## src/rtl/alu_seq.sv

```systemverilog
// -----------------------------------------------------------------------------
// alu_seq : request/response sequencer for an external 4-bit combinational ALU.
//
// A request (opcode + two operands) is accepted in IDLE and held on the ALU
// drive outputs. The ALU is given EXEC_CYCLES cycles to settle, then its
// result is captured into the response registers and offered until the
// consumer takes it.
//
// Parameters
//   EXEC_CYCLES   ALU settle cycles before result capture (legal 1..15)
//
// Ports
//   clk, rst_n                      clock (rising edge), async active-low reset
//   req_valid / req_ready           request handshake
//   req_op[2:0], req_x, req_y       request opcode and operands
//   alu_select, alu_in_c,
//   alu_in_x, alu_in_y              drive to the downstream ALU (registered)
//   alu_out_s, alu_out_c,
//   alu_zero, alu_overflow          results returned by the ALU
//   rsp_valid / rsp_ready           response handshake
//   rsp_s, rsp_c, rsp_zero, rsp_ovf registered result
//
// Build option
//   ALU_SEQ_STICKY_OVF_EN  adds sticky_clr (in) and sticky_ovf (out): a flag
//                          set by any captured overflow, cleared by sticky_clr
//                          (a capture with overflow wins over a clear).
// -----------------------------------------------------------------------------
module alu_seq #(
  parameter int unsigned EXEC_CYCLES = 1
) (
  input  logic       clk,
  input  logic       rst_n,
  // request
  input  logic       req_valid,
  output logic       req_ready,
  input  logic [2:0] req_op,
  input  logic [3:0] req_x,
  input  logic [3:0] req_y,
  // ALU drive
  output logic [2:0] alu_select,
  output logic       alu_in_c,
  output logic [3:0] alu_in_x,
  output logic [3:0] alu_in_y,
  // ALU results
  input  logic [3:0] alu_out_s,
  input  logic       alu_out_c,
  input  logic       alu_zero,
  input  logic       alu_overflow,
  // response
  output logic       rsp_valid,
  input  logic       rsp_ready,
  output logic [3:0] rsp_s,
  output logic       rsp_c,
  output logic       rsp_zero,
  output logic       rsp_ovf
`ifdef ALU_SEQ_STICKY_OVF_EN
  ,
  input  logic       sticky_clr,
  output logic       sticky_ovf
`endif
);

  localparam int unsigned OP_W   = 3;
  localparam int unsigned DATA_W = 4;
  localparam int unsigned CNT_W  = 4;

  // Counter reload: the capture happens on the edge where the counter is 0,
  // so loading N-1 gives exactly N edges from acceptance to rsp_valid.
  localparam logic [CNT_W-1:0] CNT_LOAD = CNT_W'(EXEC_CYCLES - 1);

  typedef enum logic [1:0] {
    IDLE = 2'd0,
    EXEC = 2'd1,
    DONE = 2'd2
  } state_t;

  state_t              r_state;
  state_t              w_state_nxt;
  logic                w_accept;
  logic                w_capture;
  logic                w_release;
  logic                w_cin;

  logic [CNT_W-1:0]    r_cnt;
  logic                r_req_ready;
  logic                r_rsp_valid;

  logic [OP_W-1:0]     r_op;
  logic                r_cin;
  logic [DATA_W-1:0]   r_x;
  logic [DATA_W-1:0]   r_y;

  logic [DATA_W-1:0]   r_rsp_s;
  logic                r_rsp_c;
  logic                r_rsp_zero;
  logic                r_rsp_ovf;

  // Carry-in is set for the subtract/compare opcodes (001, 110, 111).
  always_comb begin
    w_cin = 1'b0;
    unique case (req_op)
      3'b001, 3'b110, 3'b111: w_cin = 1'b1;
      default:                w_cin = 1'b0;
    endcase
  end

  // State register.
  always_ff @(posedge clk or negedge rst_n) begin
    if (!rst_n) begin
      r_state <= IDLE;
    end else begin
      r_state <= w_state_nxt;
    end
  end

  // Next-state and transition strobes. Acceptance is gated by the registered
  // ready so that nothing is taken while req_ready is still low after reset.
  always_comb begin
    w_state_nxt = r_state;
    w_accept    = 1'b0;
    w_capture   = 1'b0;
    w_release   = 1'b0;
    unique case (r_state)
      IDLE: begin
        if (req_valid && r_req_ready) begin
          w_accept    = 1'b1;
          w_state_nxt = EXEC;
        end
      end
      EXEC: begin
        if (r_cnt == '0) begin
          w_capture   = 1'b1;
          w_state_nxt = DONE;
        end
      end
      DONE: begin
        if (rsp_ready) begin
          w_release   = 1'b1;
          w_state_nxt = IDLE;
        end
      end
      default: begin
        w_state_nxt = IDLE;
      end
    endcase
  end

  // Handshake flags are registered copies of the next state, so both read 0
  // while reset is asserted and follow the state one-for-one afterwards.
  always_ff @(posedge clk or negedge rst_n) begin
    if (!rst_n) begin
      r_req_ready <= 1'b0;
      r_rsp_valid <= 1'b0;
    end else begin
      r_req_ready <= (w_state_nxt == IDLE);
      r_rsp_valid <= (w_state_nxt == DONE);
    end
  end

  // Settle counter.
  always_ff @(posedge clk or negedge rst_n) begin
    if (!rst_n) begin
      r_cnt <= '0;
    end else if (w_accept) begin
      r_cnt <= CNT_LOAD;
    end else if ((r_state == EXEC) && (r_cnt != '0)) begin
      r_cnt <= r_cnt - CNT_W'(1);
    end
  end

  // Operand registers: loaded only on acceptance, held until the next one.
  always_ff @(posedge clk or negedge rst_n) begin
    if (!rst_n) begin
      r_op  <= '0;
      r_cin <= 1'b0;
      r_x   <= '0;
      r_y   <= '0;
    end else if (w_accept) begin
      r_op  <= req_op;
      r_cin <= w_cin;
      r_x   <= req_x;
      r_y   <= req_y;
    end
  end

  // Response registers: the ALU outputs are sampled on the capture edge only.
  always_ff @(posedge clk or negedge rst_n) begin
    if (!rst_n) begin
      r_rsp_s    <= '0;
      r_rsp_c    <= 1'b0;
      r_rsp_zero <= 1'b0;
      r_rsp_ovf  <= 1'b0;
    end else if (w_capture) begin
      r_rsp_s    <= alu_out_s;
      r_rsp_c    <= alu_out_c;
      r_rsp_zero <= alu_zero;
      r_rsp_ovf  <= alu_overflow;
    end
  end

`ifdef ALU_SEQ_STICKY_OVF_EN
  logic r_sticky_ovf;

  // Sticky overflow: a captured overflow takes priority over a clear.
  always_ff @(posedge clk or negedge rst_n) begin
    if (!rst_n) begin
      r_sticky_ovf <= 1'b0;
    end else if (w_capture && alu_overflow) begin
      r_sticky_ovf <= 1'b1;
    end else if (sticky_clr) begin
      r_sticky_ovf <= 1'b0;
    end
  end

  assign sticky_ovf = r_sticky_ovf;
`endif

  // Output drive.
  assign req_ready  = r_req_ready;
  assign rsp_valid  = r_rsp_valid;
  assign alu_select = r_op;
  assign alu_in_c   = r_cin;
  assign alu_in_x   = r_x;
  assign alu_in_y   = r_y;
  assign rsp_s      = r_rsp_s;
  assign rsp_c      = r_rsp_c;
  assign rsp_zero   = r_rsp_zero;
  assign rsp_ovf    = r_rsp_ovf;

  // w_release only documents the DONE->IDLE transition; the state register
  // already encodes it.
  logic w_unused;
  assign w_unused = w_release;

endmodule

```

## config.mk

```make
export PLATFORM = sky130hd
export DESIGN_NAME = alu_seq
export DESIGN_NICKNAME = d
export VERILOG_FILES = /design/src/rtl/alu_seq.sv
export SDC_FILE = /design/constraint.sdc
export NUM_CORES = 1
export LEC_CHECK = 0
export ABC_AREA = 1
export BUFFER_PORTS_ARGS = -buffer_cell sky130_fd_sc_hd__buf_4
export CAP_MARGIN = 20
export CORE_ASPECT_RATIO = 1.75
export CORE_MARGIN = 5
export CORE_UTILIZATION = 45
export DETAILED_ROUTE_END_ITERATION = 8
export PLACE_DENSITY = 0.75
export SYNTH_ARGS = -nofsm -noshare
export SYNTH_HDL_FRONTEND = slang
export SYNTH_SLANG_ARGS = --single-unit
```

## constraint.sdc

```tcl
create_clock -name clk -period 3.3 [get_ports clk]
set_input_delay 0.165 -clock clk [delete_from_list [all_inputs] [get_ports clk]]
set_output_delay 0.165 -clock clk [all_outputs]
set_load 0.02 [all_outputs]
```

# == Yosys cells after proc, flatten, opt, wreduce, memory -nomap -nowiden ==
# Cells that the tools add are included.
# classes
addsub,1
n_mul,0
n_div,0
n_lt_le_gt_ge,0
n_eq_ne,6
shifts,0
mux,11
bitwise,0
n_reduce_logical,8
# op_table
cell,n
4-bit 2-to-1 mux,2
3-bit equality test (second input constant),2
2-bit 2-to-1 mux,3
2-bit one-hot mux with 3 select lines,1
1-bit 2-to-1 mux,5
2-bit equality test (second input constant),2
2-bit logical NOT,2
4-bit logical NOT,1
4-bit nonzero test,1
4-bit by 1-bit subtractor with 4-bit output (second input constant),1
3-bit by 1-bit equality test with 1-bit output (second input constant),1
3-bit OR reduction,1
2-bit by 1-bit equality test with 1-bit output (second input constant),1
1-bit logical AND,2
2-bit nonzero test,1
# totals
register_bits,27
latch_bits,0
ram_bits,0
romBits,0
input_bits,22
output_inout_bits,21
mem_count,0

# == Depth between registers and ports, before layout ==
# Gate-level depths: netlist of run 1.
# logic_depth
depth_word,4
ltp_mapped,7
depth_no_buf,7

# == Least setup slack after synthesis of run 1 ==
# OpenSTA, ideal clock, no wires.
# synth_timing
kind,register to register
from,register r_cnt[0]
to,"register r_rsp_c, in the netlist rsp_c"
setup_time_ps,118
arrival_time_ps,1085
required_ps,3182
path_slack_ps,2097
path_stages_with_launch,7
n_path_buf,1
synth_period_minus_slack_ps,1203
path_cell_list,dfrtp_1 inv_1 ha_1 nand3_2 buf_6 nand2_1 o21ai_2
# synth_via
elab_chain_cells,3
# synth_rtl
element,line_no,text
from (decl),84,logic [CNT_W-1:0] r_cnt;
from (signal assigned),167,r_cnt <= r_cnt - CNT_W'(1);
4-bit logical NOT,131,if (r_cnt == '0) begin
1-bit 2-to-1 mux,131,
1-bit 2-to-1 mux,123,unique case (r_state)
to (signal assigned),195,r_rsp_c <= alu_out_c;
to (decl),94,logic r_rsp_c;
# No other way between the ends.
# A chain may end at the register's enable or synchronous reset.

# == Worst setup path after layout of run 1 ==
# layout_timing
from,register r_state[1]
to,register r_cnt[0]
# layout_via
elab_chain_cells,3
elab_cells_between_ends,6
classes_between,1 x eq/ne; 2 x mux; 3 x reduce/logical
# layout_rtl
element,line_no,text
from (decl),77,state_t r_state;
from (signal assigned),112,r_state <= w_state_nxt;
2-bit logical NOT / 2-bit by 1-bit equality test with 1-bit output (equally long branches),"123, 166",
1-bit 2-to-1 mux / 1-bit logical AND (equally long branches),"123, 166",
4-bit 2-to-1 mux / 2-bit nonzero test (equally long branches),-,
# Several ways; a longest one is shown, not always the timed one.

==> impl_results.md, run 1 <==
* Drt total wl at 2340 um
* Fin crit period at 1.65 ns
* Register clock-pin slew on the reported worst setup and hold paths at 0.09 ns
* Final total negative setup slack at 0 ns
* Violation count after the first detailed-routing iteration at 12
* First-pass GRT wire length at 3970 um
* Post-Synthesis Cells at 123
* Critical Path Max Stage Delay at around 0.61 ns
* Detail-routed net length per standard cell at 12.1 um
* Final nets at between 150 and 200
* Worst path required time at between 3 and 4 ns
* Run status: completed
* Clk buf depth at 2
* Number of global-route vias before repair at around 970
* Total global routing track utilization at between 10 and 15%
* Post-synthesis sequential element count at 27
* RSZ-0062 raised after global routing: no
* Number of instances in the placed design at 188
* Layout cells sized above 1 at 33.5%
* Number of port buffers at 42
* Die W at 48.0 um
* DIE AREA at 3680 sq um
* Commonest cells in the synthesized netlist: nand2_1 (48), dfrtp_1 (27), inv_1 (15)
* Depth of the CTS H-tree at 1
* Core outline area at 2460 sq um
* Type of element launching the critical path: flip-flop
* Inserted Clock Buffers at 3
* Portion of the post-synthesis area used by sequential elements at 59.3%
* Critical Setup Path Class: flip-flop to flip-flop
* Cell with the biggest individual delay on the critical path: nand4_1
* Final design utilization at roughly three fifths
* Post-route fraction of the period consumed by the critical path at around half
* Initial antenna violation count at 0
* Async set-or-reset flop fraction in the synthesized netlist at between 90% and 100%
* Transition time of the tightest slew-check pin at 0.764 ns
* DRC violations left at 0
* Aggregate global routing overflow at 0
* Avg Cell Area, Syn at 9.27 sq um
* Syn Nets at 146
* Final number of setup-violating endpoints at 0
* Netlist area before placement at 1140 sq um
* Number of diodes added for antenna fixing at 0
* # rows at 24
* Non-Filler Instances at just under 200
* Post-synthesis to final-layout area growth at 33.4%
* Top cells by area, synth: dfrtp_1 (59%), nand2_1 (16%), o21ai_2 (5.4%), inv_1 (4.9%), nand3_1 (2.6%)
* Number of filler instances in the final layout at 225
* Clock insertion delay at the later pin of the skew report at 0.27 ns
* Clock sink count at 27
* Worst R2R End: r_cnt[0]
* Number of antenna-violating nets in the routed design at 0
* Number of cells on the worst reg-to-reg path at 4
* Post-DP HPWL at 1760 um
* Cell taking the most area after synthesis: dfrtp_1
* Worst clock skew on the final layout at around 0.0026 ns
* Number of synthesized flops with an enable pin at 0
* Source of the worst register-to-register timing path: r_state[1]
* Worst slew margin at roughly 50%
* Power density over the cells at approximately 990 nW/um^2
* Classification of the worst-slack hold path: input pin to flip-flop
* Leakage power total at 0.853 nW
* Max rail drop VDD at 0.647 mV
* Y dimension of the die at ~77 um
* Number of max-slew violations in the final report at 0
* Max FO, Critical Path at 20
* Count of endpoints failing hold in the final timing report at 0
* CTS tree: done
* Distinct cells, synth at 19
* Effective utilization at floorplan at 46.3%
* Cell count of the worst hold path at 2
* Overall via count from detail_route at 952
* Area share of the leading cell type in the synthesized netlist at 59.3%
* Worst path cell trace: inv_1 -> nand4_1 -> nand2_1 -> o21ai_1
* Count of warnings emitted by yosys at 0
* Capture endpoint of the worst hold path: rsp_valid
* Largest net degree at the start of global routing at 28
* Number of gates given a new drive strength after cts at 0
* Mean number of vias per cell at 4.93
* Hold path start: rsp_ready
* Setup slack, reg-to-reg at 1.65 ns
* CP endpoint kind: flip-flop
* Maximum clock frequency at 606 MHz
* Root Driver: clkbuf_8
* Top_reg_cell synth: dfrtp_1
* Total cell area at the placement stage at around 1500 sq um
* Number of detailed-routing iterations run before antenna repair at 4
* Area of all placed cells without fillers at 1520 sq um
* Crit path DAT at 1.81 ns
* Gpl congestion at around 0.71
* Number of max-cap violations at 0
* Library cell with the highest instance count after synthesis: nand2_1
* Total I/O pin count at 43
[through the flow]
step                hold slack [ns]  setup WS (ns)  total power, mW
finish                       0.0675           1.65             1.50
global route                 0.0700           1.46             1.62
CTS                          0.0625           1.62             1.53
detailed placement           0.0950           1.64             1.34
global placement             0.0900           1.73             1.31
floorplan                    -0.131           2.10             1.06
[repair_timing]
action | in CTS | in global routing
buffers inserted | 0 | 0
endpoints found under the hold margin | 27 | 0
hold buffers | 1 | 0
[power breakdown]
group | internal, mW | switching (mW) | leakage, nW | total (mW)
combinational | 0.299 | 0.441 | 0.490 | 0.740
sequential | 0.487 | 0.0946 | 0.338 | 0.581
clock | 0.0845 | 0.0983 | 0.0255 | 0.183
total | 0.871 | 0.634 | 0.853 | 1.50
[worst max path at each step]
stage                from             to  slack (ns)  cells past startpoint
6_report       r_state[1]       r_cnt[0]        1.65                      4
4_1_cts        r_state[1]       r_cnt[0]        1.62                      4
2_1_floorplan    r_cnt[0]          rsp_c        2.10                      6
3_3_place_gp   r_state[1]       r_cnt[0]        1.73                      4
5_1_grt        r_state[1]  alu_select[1]        1.46                      3
3_5_place_dp   r_state[1]       r_cnt[0]        1.64                      4
[cells in the final DEF, fill, tap and decap left out, drive strengths merged]
cell type / Yosys / layout
nand2: 48 / 48
buf: 3 / 42
dfrtp: 27 / 27
inv: 15 / 15
o21ai: 12 / 12
nand3: 7 / 7
nor2: 4 / 4
clkbuf: 0 / 3
o31ai: 2 / 2
nand4: 1 / 1
nor3: 1 / 1
xor2: 1 / 1
o211ai: 1 / 1
ha: 1 / 1
clkinv: 0 / 1
dlygate4sd3: 0 / 1
[state kept, by name, indices dropped and copies added (netlist names), 2 cells and up]
signal	count
rsp_s	4
r_cnt	4
r_state	2
alu_in_x	4
alu_in_y	4
alu_select	3
[worst max-delay path: cells and delay by family (launching register included)]
family,cells,cell delay [ns]
and+or+nand+nor,2,0.93
DFF,1,0.42
buffers and inverters,1,0.10
AOI/OAI and AO/OA,1,0.08
[cells by family (layout without fill, tap and decap cells)]
logic type               after synthesis  after routing  share of synthesized area [%]
adder cells (fa/ha/maj)                1              1                           1.10
AND/OR/NAND/NOR                       61             61                           22.3
flip-flops                            27             27                           59.3
XOR/XNOR                               1              1                          0.769
buffers and inverters                 18             62                           7.02
AO/OA/AOI/OAI                         15             15                           9.55
[cell type report]
class / instances / area, sq um / share of cell area [%]
multi-input combinational: 78 / 384 / 25.3
tap: 26 / 32.5 / 2.14
clock inverter: 1 / 5.00 / 0.329
timing repair buffer: 43 / 325 / 21.4
clock buffer: 3 / 41.3 / 2.72
inverter: 15 / 56.3 / 3.70
sequential: 27 / 676 / 44.4
[metal layers]
| layer | share of wire [%] | vias up | wire length, um | GRT usage [%] |
|---|---|---|---|---|
| li1 | - | 473 | - | - |
| met1 | 38 | 455 | 877 | 17.4 |
| met2 | 56 | 20 | 1320 | 23.6 |
| met3 | 4.3 | 4 | 101 | 2.36 |
| met4 | 1.7 | 0 | 40 | 5.66 |
| met5 | 0 | - | 0 | 0 |
Note: power is estimated with default switching activity, not from simulation.
==> run 2: changes to the inputs <==
==> constraint.sdc (replaced) <==
create_clock -name clk -period 1.7 [get_ports clk]
set_input_delay 0.085 -clock clk [delete_from_list [all_inputs] [get_ports clk]]
set_output_delay 0.085 -clock clk [all_outputs]
set_load 0.02 [all_outputs]
==> run 2 against run 1 <==
Via count increased by 3.0%. Global-route usage increased by 0.55 points. Largest power group unchanged. Die area unchanged. Sequential power increased by 93%. Design area increased by 1.6%. Cell count increased by 1.6%. Clock power increased by 91%. Sequential share of layout area decreased by 0.68 points. Critical path depth increased by 1. Highest routed layer unchanged. Power increased by 96%.
==> impl_results.md, run 2 (synthesis gave the netlist of run 1 again) <==
* Run status: completed
* RSZ-0062 raised after global routing: no
* Routed wire length on met3 at 121 um
* Overall via count from detail_route at 981
* Layout cells sized above 1 at 33.5%
* Met2 wirelength from detailed routing at between 1000 and 1500 um
* Post-CTS Repair Setup Buffers at 0
* Violation count after the first detailed-routing iteration at 17
* Post-DP HPWL at ~1900 um
* Crit path DAT at 1.63 ns
* CTS tree: done
* Inserted Clock Buffers at 3
* Aggregate global routing overflow at 0
* Final total negative setup slack at 0 ns
* Gpl congestion at 0.752
* Met1 wire length at 928 um
* Hold path start: req_x[1]
* Share of power burned in the clock network at 11.8%
* Register clock-pin slew on the reported worst setup and hold paths at 0.09 ns
* Worst clock skew on the final layout at 0.00692 ns
* Depth of the CTS H-tree at 1
* Largest net degree at the start of global routing at 28
* Final worst slack at 0.208 ns
* Maximum clock frequency at around 670 MHz
* Detail-routed net length per standard cell at 12.6 um
* Drt total wl at 2480 um
* Y dimension of the die at 76.6 um
* Effective utilization at floorplan at ~46%
* Number of port buffers at 42
* Post-route fraction of the period consumed by the critical path at ~88%
* Critical Setup Path Class: flip-flop to flip-flop
* Pre-CTS worst setup slack at 0.216 ns
* Clock sink count at 27
* Internal power component at 1.72 mW
* Commonest non-fill, non-tap cell in the layout: nand2_1
* DIE AREA at 3680 sq um
* Fin crit period at 1.49 ns
* Switching power as a share of total power at 41.9%
* Comb pwr share at between 50% and 60%
* Post-synthesis to final-layout area growth at 35.5%
* Source of the worst register-to-register timing path: r_cnt[0]
* Highest metal used: met4
* Number of max-slew violations in the final report at 0
* Worst path cell trace: inv_1 -> ha_1 -> nand3_2 -> o31ai_1 -> nor2_1
* Max rail drop VDD at 1.01 mV
* Power density over the cells at 1910 nW/um^2
* Number of global-route vias before repair at 1000
* Worst slew margin at roughly three quarters
* Clk buf depth at 2
* Count of endpoints failing hold in the final timing report at 0
* Critical Path Max Stage Delay at 0.37 ns
* First-pass GRT wire length at 4060 um
* Type of element launching the critical path: flip-flop
* Clock insertion delay at the later pin of the skew report at 0.27 ns
* Number of detailed-routing iterations run before antenna repair at 4
* Total I/O pin count at 43
* Number of max-cap violations at 0
* Worst path required time at 1.84 ns
* CP endpoint kind: flip-flop
* Transition time of the tightest slew-check pin at between 0.3 and 0.4 ns
* Top library cells by usage in the layout, fill and taps aside: nand2_1 (48), buf_4 (44), dfrtp_1 (27)
* Classification of the worst-slack hold path: input pin to flip-flop
* Origin of the worst setup path: r_cnt[0]
* Max FO, Critical Path at 16
* Total net switching power at 1.24 mW
* Final nets at roughly 190
* Number of antenna-violating nets in the routed design at 0
* Initial antenna violation count at 0
* Cell with the biggest individual delay on the critical path: dfrtp_1
* # rows at 24
* Core outline area at 2460 sq um
* Mean number of vias per cell at 5.01
* Leakage power total at slightly below 0.9 nW
* Worst hold slack at ~0.0038 ns
* Number of diodes added for antenna fixing at 0
* Die W at 48.0 um
* Final number of setup-violating endpoints at 0
* Root Driver: clkbuf_8
* Total global routing track utilization at 14.8%
* DRC violations left at 0
* Fraction of power consumed by sequential logic at 38.0%
run 2: cell count changes in the layout (fill, tap and decap cells not counted):
cell	previous run	this run
clkinv_2	1	0
clkbuf_1	0	1
dlygate4sd3_1	1	2
buf_4	42	44
run 2: layout make-up:
type	instances	area [sq um]
Fill cell	207	918
Sequential cell	27	676
Multi-Input combinational cell	78	384
Timing Repair Buffer	46	350
Inverter	15	56.3
Clock buffer	4	45.0
Tap cell	26	32.5
run 2: repair_timing:
| item | in CTS | in global routing |
|---|---|---|
| endpoints found under the hold margin | 28 | 0 |
| gates resized for setup | 0 | 0 |
| hold buffers | 2 | 0 |
run 2: path summary, 6_finish.rpt:
| path | depth (start not counted) | to | slack (ns) |
|---|---|---|---|
| min in group asynchronous | 2 | alu_in_c | 0.26 |
| min | 3 | alu_in_x[1] | 0.004 |
| max reg2reg | 5 | req_ready | 0.21 |
| max | 5 | req_ready | 0.21 |
| min reg2reg | 2 | alu_in_y[2] | 0.49 |
| max in group asynchronous | 2 | req_ready | 1.19 |
run 2: worst max-delay path, delay by kind of cell (launching register included):
kind	cells	cell delay [ns]
DFF	1	0.37
AOI/OAI and AO/OA	1	0.23
adders and majority gates	1	0.24
and+or+nand+nor	2	0.41
buffers and inverters	1	0.13
run 2: routing by layer:
layer	global-route usage, %	up-vias
met2	26.0	29
li1	-	476
met3	2.60	6
met4	5.66	0
met1	16.4	470
met5	0	-
run 2: power by group through the flow:
stage               clock network [mW]  logic (mW)  registers (mW)
finish                           0.350        1.48            1.12
global placement                     0        1.44            1.12
CTS                              0.359        1.51            1.12
global route                     0.387        1.63            1.16
detailed placement                   0        1.50            1.13
floorplan                            0       0.641            1.41
run 2: per-stage QoR:
stage	instance area [sq um]	std cells	util (%)	power, mW
2_1_floorplan	1140	123	-	2.05
3_3_place_gp	1480	190	60.1	2.57
3_5_place_dp	1480	190	60.1	2.63
4_1_cts	1540	196	62.7	2.99
5_1_grt	1540	196	62.7	3.18
6_report	1540	196	62.7	2.95
==> run 3: changes to the inputs <==
--- a/config.mk
+++ b/config.mk
@@ -5,7 +5,6 @@
 export SDC_FILE = /design/constraint.sdc
 export NUM_CORES = 1
 export LEC_CHECK = 0
-export ABC_AREA = 1
 export BUFFER_PORTS_ARGS = -buffer_cell sky130_fd_sc_hd__buf_4
 export CAP_MARGIN = 20
 export CORE_ASPECT_RATIO = 1.75
==> constraint.sdc (replaced) <==
create_clock -name clk -period 1.7 [get_ports clk]
set_input_delay 0.255 -clock clk [delete_from_list [all_inputs] [get_ports clk]]
set_output_delay 0.255 -clock clk [all_outputs]
set_load 0.02 [all_outputs]
==> run 3 against run 2 <==
Critical path depth stayed put. Combinational power about the same. Worst setup slack got worse by 0.079 ns. Clock skew decreased by 0.0047 ns. Utilization up 0.10 points. Design area increased by 0.16%. Critical path type unchanged. Highest routed layer unchanged.
==> impl_results.md, run 3 <==
* Top library cells by usage in the layout, fill and taps aside: buf_4 (42), dfrtp_1 (27), mux2_2 (19)
* Total net switching power at 1.12 mW
* Final nets at 153
* Internal power component at 1.91 mW
* Post-route fraction of the period consumed by the critical path at between 90% and 100%
* Portion of the post-synthesis area used by sequential elements at 59.5%
* Top_reg_cell synth: dfrtp_1
* Max FO, Critical Path at 9
* Syn Nets at 107
* Aggregate global routing overflow at 0
* Total global routing track utilization at 14.0%
* # rows at 24
* Cell taking the most area after synthesis: dfrtp_1
* Clock sink count at 27
* Capture endpoint of the worst hold path: rsp_s[2]
* CTS tree: done
* Detail-routed net length per standard cell at 14.8 um
* Count of endpoints failing hold in the final timing report at 0
* Number of cells on the worst reg-to-reg path at 5
* Violation count after the first detailed-routing iteration at 2
* Critical Setup Path Class: flip-flop to flip-flop
* Number of antenna-violating nets in the routed design at 0
* DRC violations left at 0
* Worst path cell trace: inv_1 -> ha_1 -> nor4b_2 -> nand2_2 -> mux2_2
* Leakage power total at 0.740 nW
* Busiest metal layer after global routing: met2
* Commonest non-fill, non-tap cell in the layout: buf_4
* Effective utilization at floorplan at 46.1%
* Number of detailed-routing iterations run before antenna repair at 2
* Drt total wl at 2300 um
* Clock insertion delay at the later pin of the skew report at 0.26 ns
* Count of warnings emitted by yosys at 0
* Final number of setup-violating endpoints at 0
* GR met1 Demand/Resource at 14.8%
* Total I/O pin count at 43
* Type of element launching the critical path: flip-flop
* Post-CTS Repair Setup Buffers at 0
* Transition time of the tightest slew-check pin at ~0.39 ns
* Mean number of vias per cell at 5.16
* Top cells by area, synth: dfrtp_1 (60%), mux2_2 (19%), o21ai_0 (2.2%), a21oi_1 (1.8%), mux2i_1 (1.8%)
* Number of filler instances in the final layout at 196
* Source of the worst register-to-register timing path: r_cnt[0]
* First-pass GRT wire length at 3760 um
* Commonest cells in the synthesized netlist: dfrtp_1 (27), mux2_2 (19), nand2_1 (5), o21ai_0 (5)
* Avg Cell Area, Syn at 13.5 sq um
* Die W at 48.0 um
* Number of diodes added for antenna fixing at 0
* Fin crit period at ~1.6 ns
* Hold path start: alu_out_s[2]
* Worst R2R End: rsp_s[1]
* Switching power as a share of total power at 37.0%
* RSZ-0062 raised after global routing: no
* Number of max-slew violations in the final report at 0
* Worst path required time at between 1.5 and 2 ns
* Root Driver: clkbuf_8
* Worst hold slack at 0.214 ns
* Share of power burned in the clock network at 11.6%
* Number of instances in the placed design at 150
* Register clock-pin slew on the reported worst setup and hold paths at 0.09 ns
* Classification of the worst-slack hold path: input pin to flip-flop
* Power consumption at 3.03 mW
* Cell with the biggest individual delay on the critical path: dfrtp_1
* Run status: completed
* Post-synthesis sequential element count at 27
* Post-Synthesis Cells at between 80 and 90
* Post-synthesis to final-layout area growth at 36.3%
* Async set-or-reset flop fraction in the synthesized netlist at 100%
* Inserted Clock Buffers at 3
* Non-Filler Instances at 155
* Number of synthesized flops with an enable pin at 0
* Crit path DAT at 1.73 ns
* Overall via count from detail_route at 800
* Worst clock skew on the final layout at between 0.002 and 0.0025 ns
* Clk buf depth at 2
* Number of port buffers at 42
* Global-route track usage on met3 at 2.60%
* Library cell with the highest instance count after synthesis: dfrtp_1
* Final design utilization at 62.8%
* Max rail drop VDD at approximately 0.97 mV
* Fraction of power consumed by sequential logic at 38.7%
* Final total negative setup slack at 0 ns
* Netlist area before placement at roughly 1100 sq um
* Comb pwr share at 49.7%
* Depth of the CTS H-tree at 1
* Core outline area at roughly 2500 sq um
* Largest net degree at the start of global routing at 28
* Area share of the leading cell type in the synthesized netlist at ~60%
* Layout cells sized above 1 at around 55%
* Y dimension of the die at 76.4 um
* Met2 global-route usage at between 20% and 30%
* Gpl congestion at 0.706
* Number of global-route vias before repair at 878
* Number of max-cap violations at 0
* Gate family responsible for the most delay along the worst path: simple AND/OR/NAND/NOR gates
* Initial antenna violation count at 0
* Worst slew margin at 74.2%
* Cell count of the worst hold path at 2
* Power density over the cells at 1960 nW/um^2
* DIE AREA at roughly 3700 sq um
* Setup slack, reg-to-reg at 0.13 ns
* Critical Path Max Stage Delay at 0.38 ns
* Distinct cells, synth at 20
* CP endpoint kind: flip-flop
* Buffering stage count on the worst path with inverters included at 1
* Maximum clock frequency at 636 MHz
[run 3: changes by cell type in the layout (fill, tap and decap cells not counted), sizes merged, moves of 4 or more]
cell / before / now
inv: 15 / 4
a21oi: 0 / 4
nand2: 48 / 5
nand3: 7 / 0
mux2: 0 / 19
o21ai: 12 / 5
[run 3: kinds of logic after synthesis]
| kind of cell | Yosys count | share of synthesized area, % |
|---|---|---|
| fa+ha+maj | 1 | 1.10 |
| flops | 27 | 59.5 |
| mux | 21 | 20.6 |
| compound gates | 10 | 4.74 |
| simple gates | 18 | 9.70 |
| buf+inv | 7 | 4.30 |
[run 3: stage by stage]
step / worst slack (ns) / cell area [sq um]
2_1_floorplan: 0.200 / 1130
3_3_place_gp: 0.122 / 1480
3_5_place_dp: 0.0570 / 1480
4_1_cts: 0.0411 / 1540
5_1_grt: 0.0491 / 1550
6_report: 0.129 / 1550
[run 3: worst max-delay path by stage]
stage / cells after the start / end / start / slack, ns
after CTS: 5 / rsp_s[1] / r_cnt[0] / 0.04
after floorplan: 4 / alu_in_y[0] / req_ready / 0.20
after detailed placement: 5 / rsp_s[1] / r_cnt[0] / 0.06
after global placement: 5 / r_cnt[0] / r_cnt[0] / 0.12
final: 5 / rsp_s[1] / r_cnt[0] / 0.13
after global routing: 5 / rsp_s[1] / r_cnt[0] / 0.05
[run 3: final cells by class]
cell class / instances / area, sq um / share of cell area, %
Multi-Input combinational cell: 50 / 433 / 28.0
Tap cell: 26 / 32.5 / 2.10
Timing Repair Buffer: 44 / 345 / 22.3
Inverter: 4 / 15.0 / 0.971
Sequential cell: 27 / 676 / 43.7
Clock buffer: 4 / 45.0 / 2.91
[run 3: repair_timing]
| item | 4_1_cts | 5_1_grt |
|---|---|---|
| endpoints found under the setup margin | 0 | 8 |
| hold endpoints to repair | 27 | 0 |
| resized for setup | 0 | 2 |
| hold buffers | 1 | 0 |
[run 3: power by group through the flow]
stage                     logic, mW  registers [mW]  clock network (mW)
after CTS                      1.52            1.17               0.363
after global placement         1.47            1.17                   0
after global routing           1.63            1.22               0.389
after floorplan               0.635            1.45                   0
final                          1.51            1.17               0.350
after detailed placement       1.51            1.18                   0
[run 3: per-layer routing]
layer  vias up  share of wire [%]
li1        380                  -
met1       396                 36
met2        19                 58
met4         0                2.0
met5         -                  0
met3         5                3.3
[run 3: worst reg2reg max path, delay by kind of cell, from the launching register on]
family                   cells  cell delay (ns)
flip-flops                   1             0.38
multiplexers                 1             0.32
AND/OR/NAND/NOR              2             0.43
adder cells (fa/ha/maj)      1             0.23
buffers and inverters        1             0.11
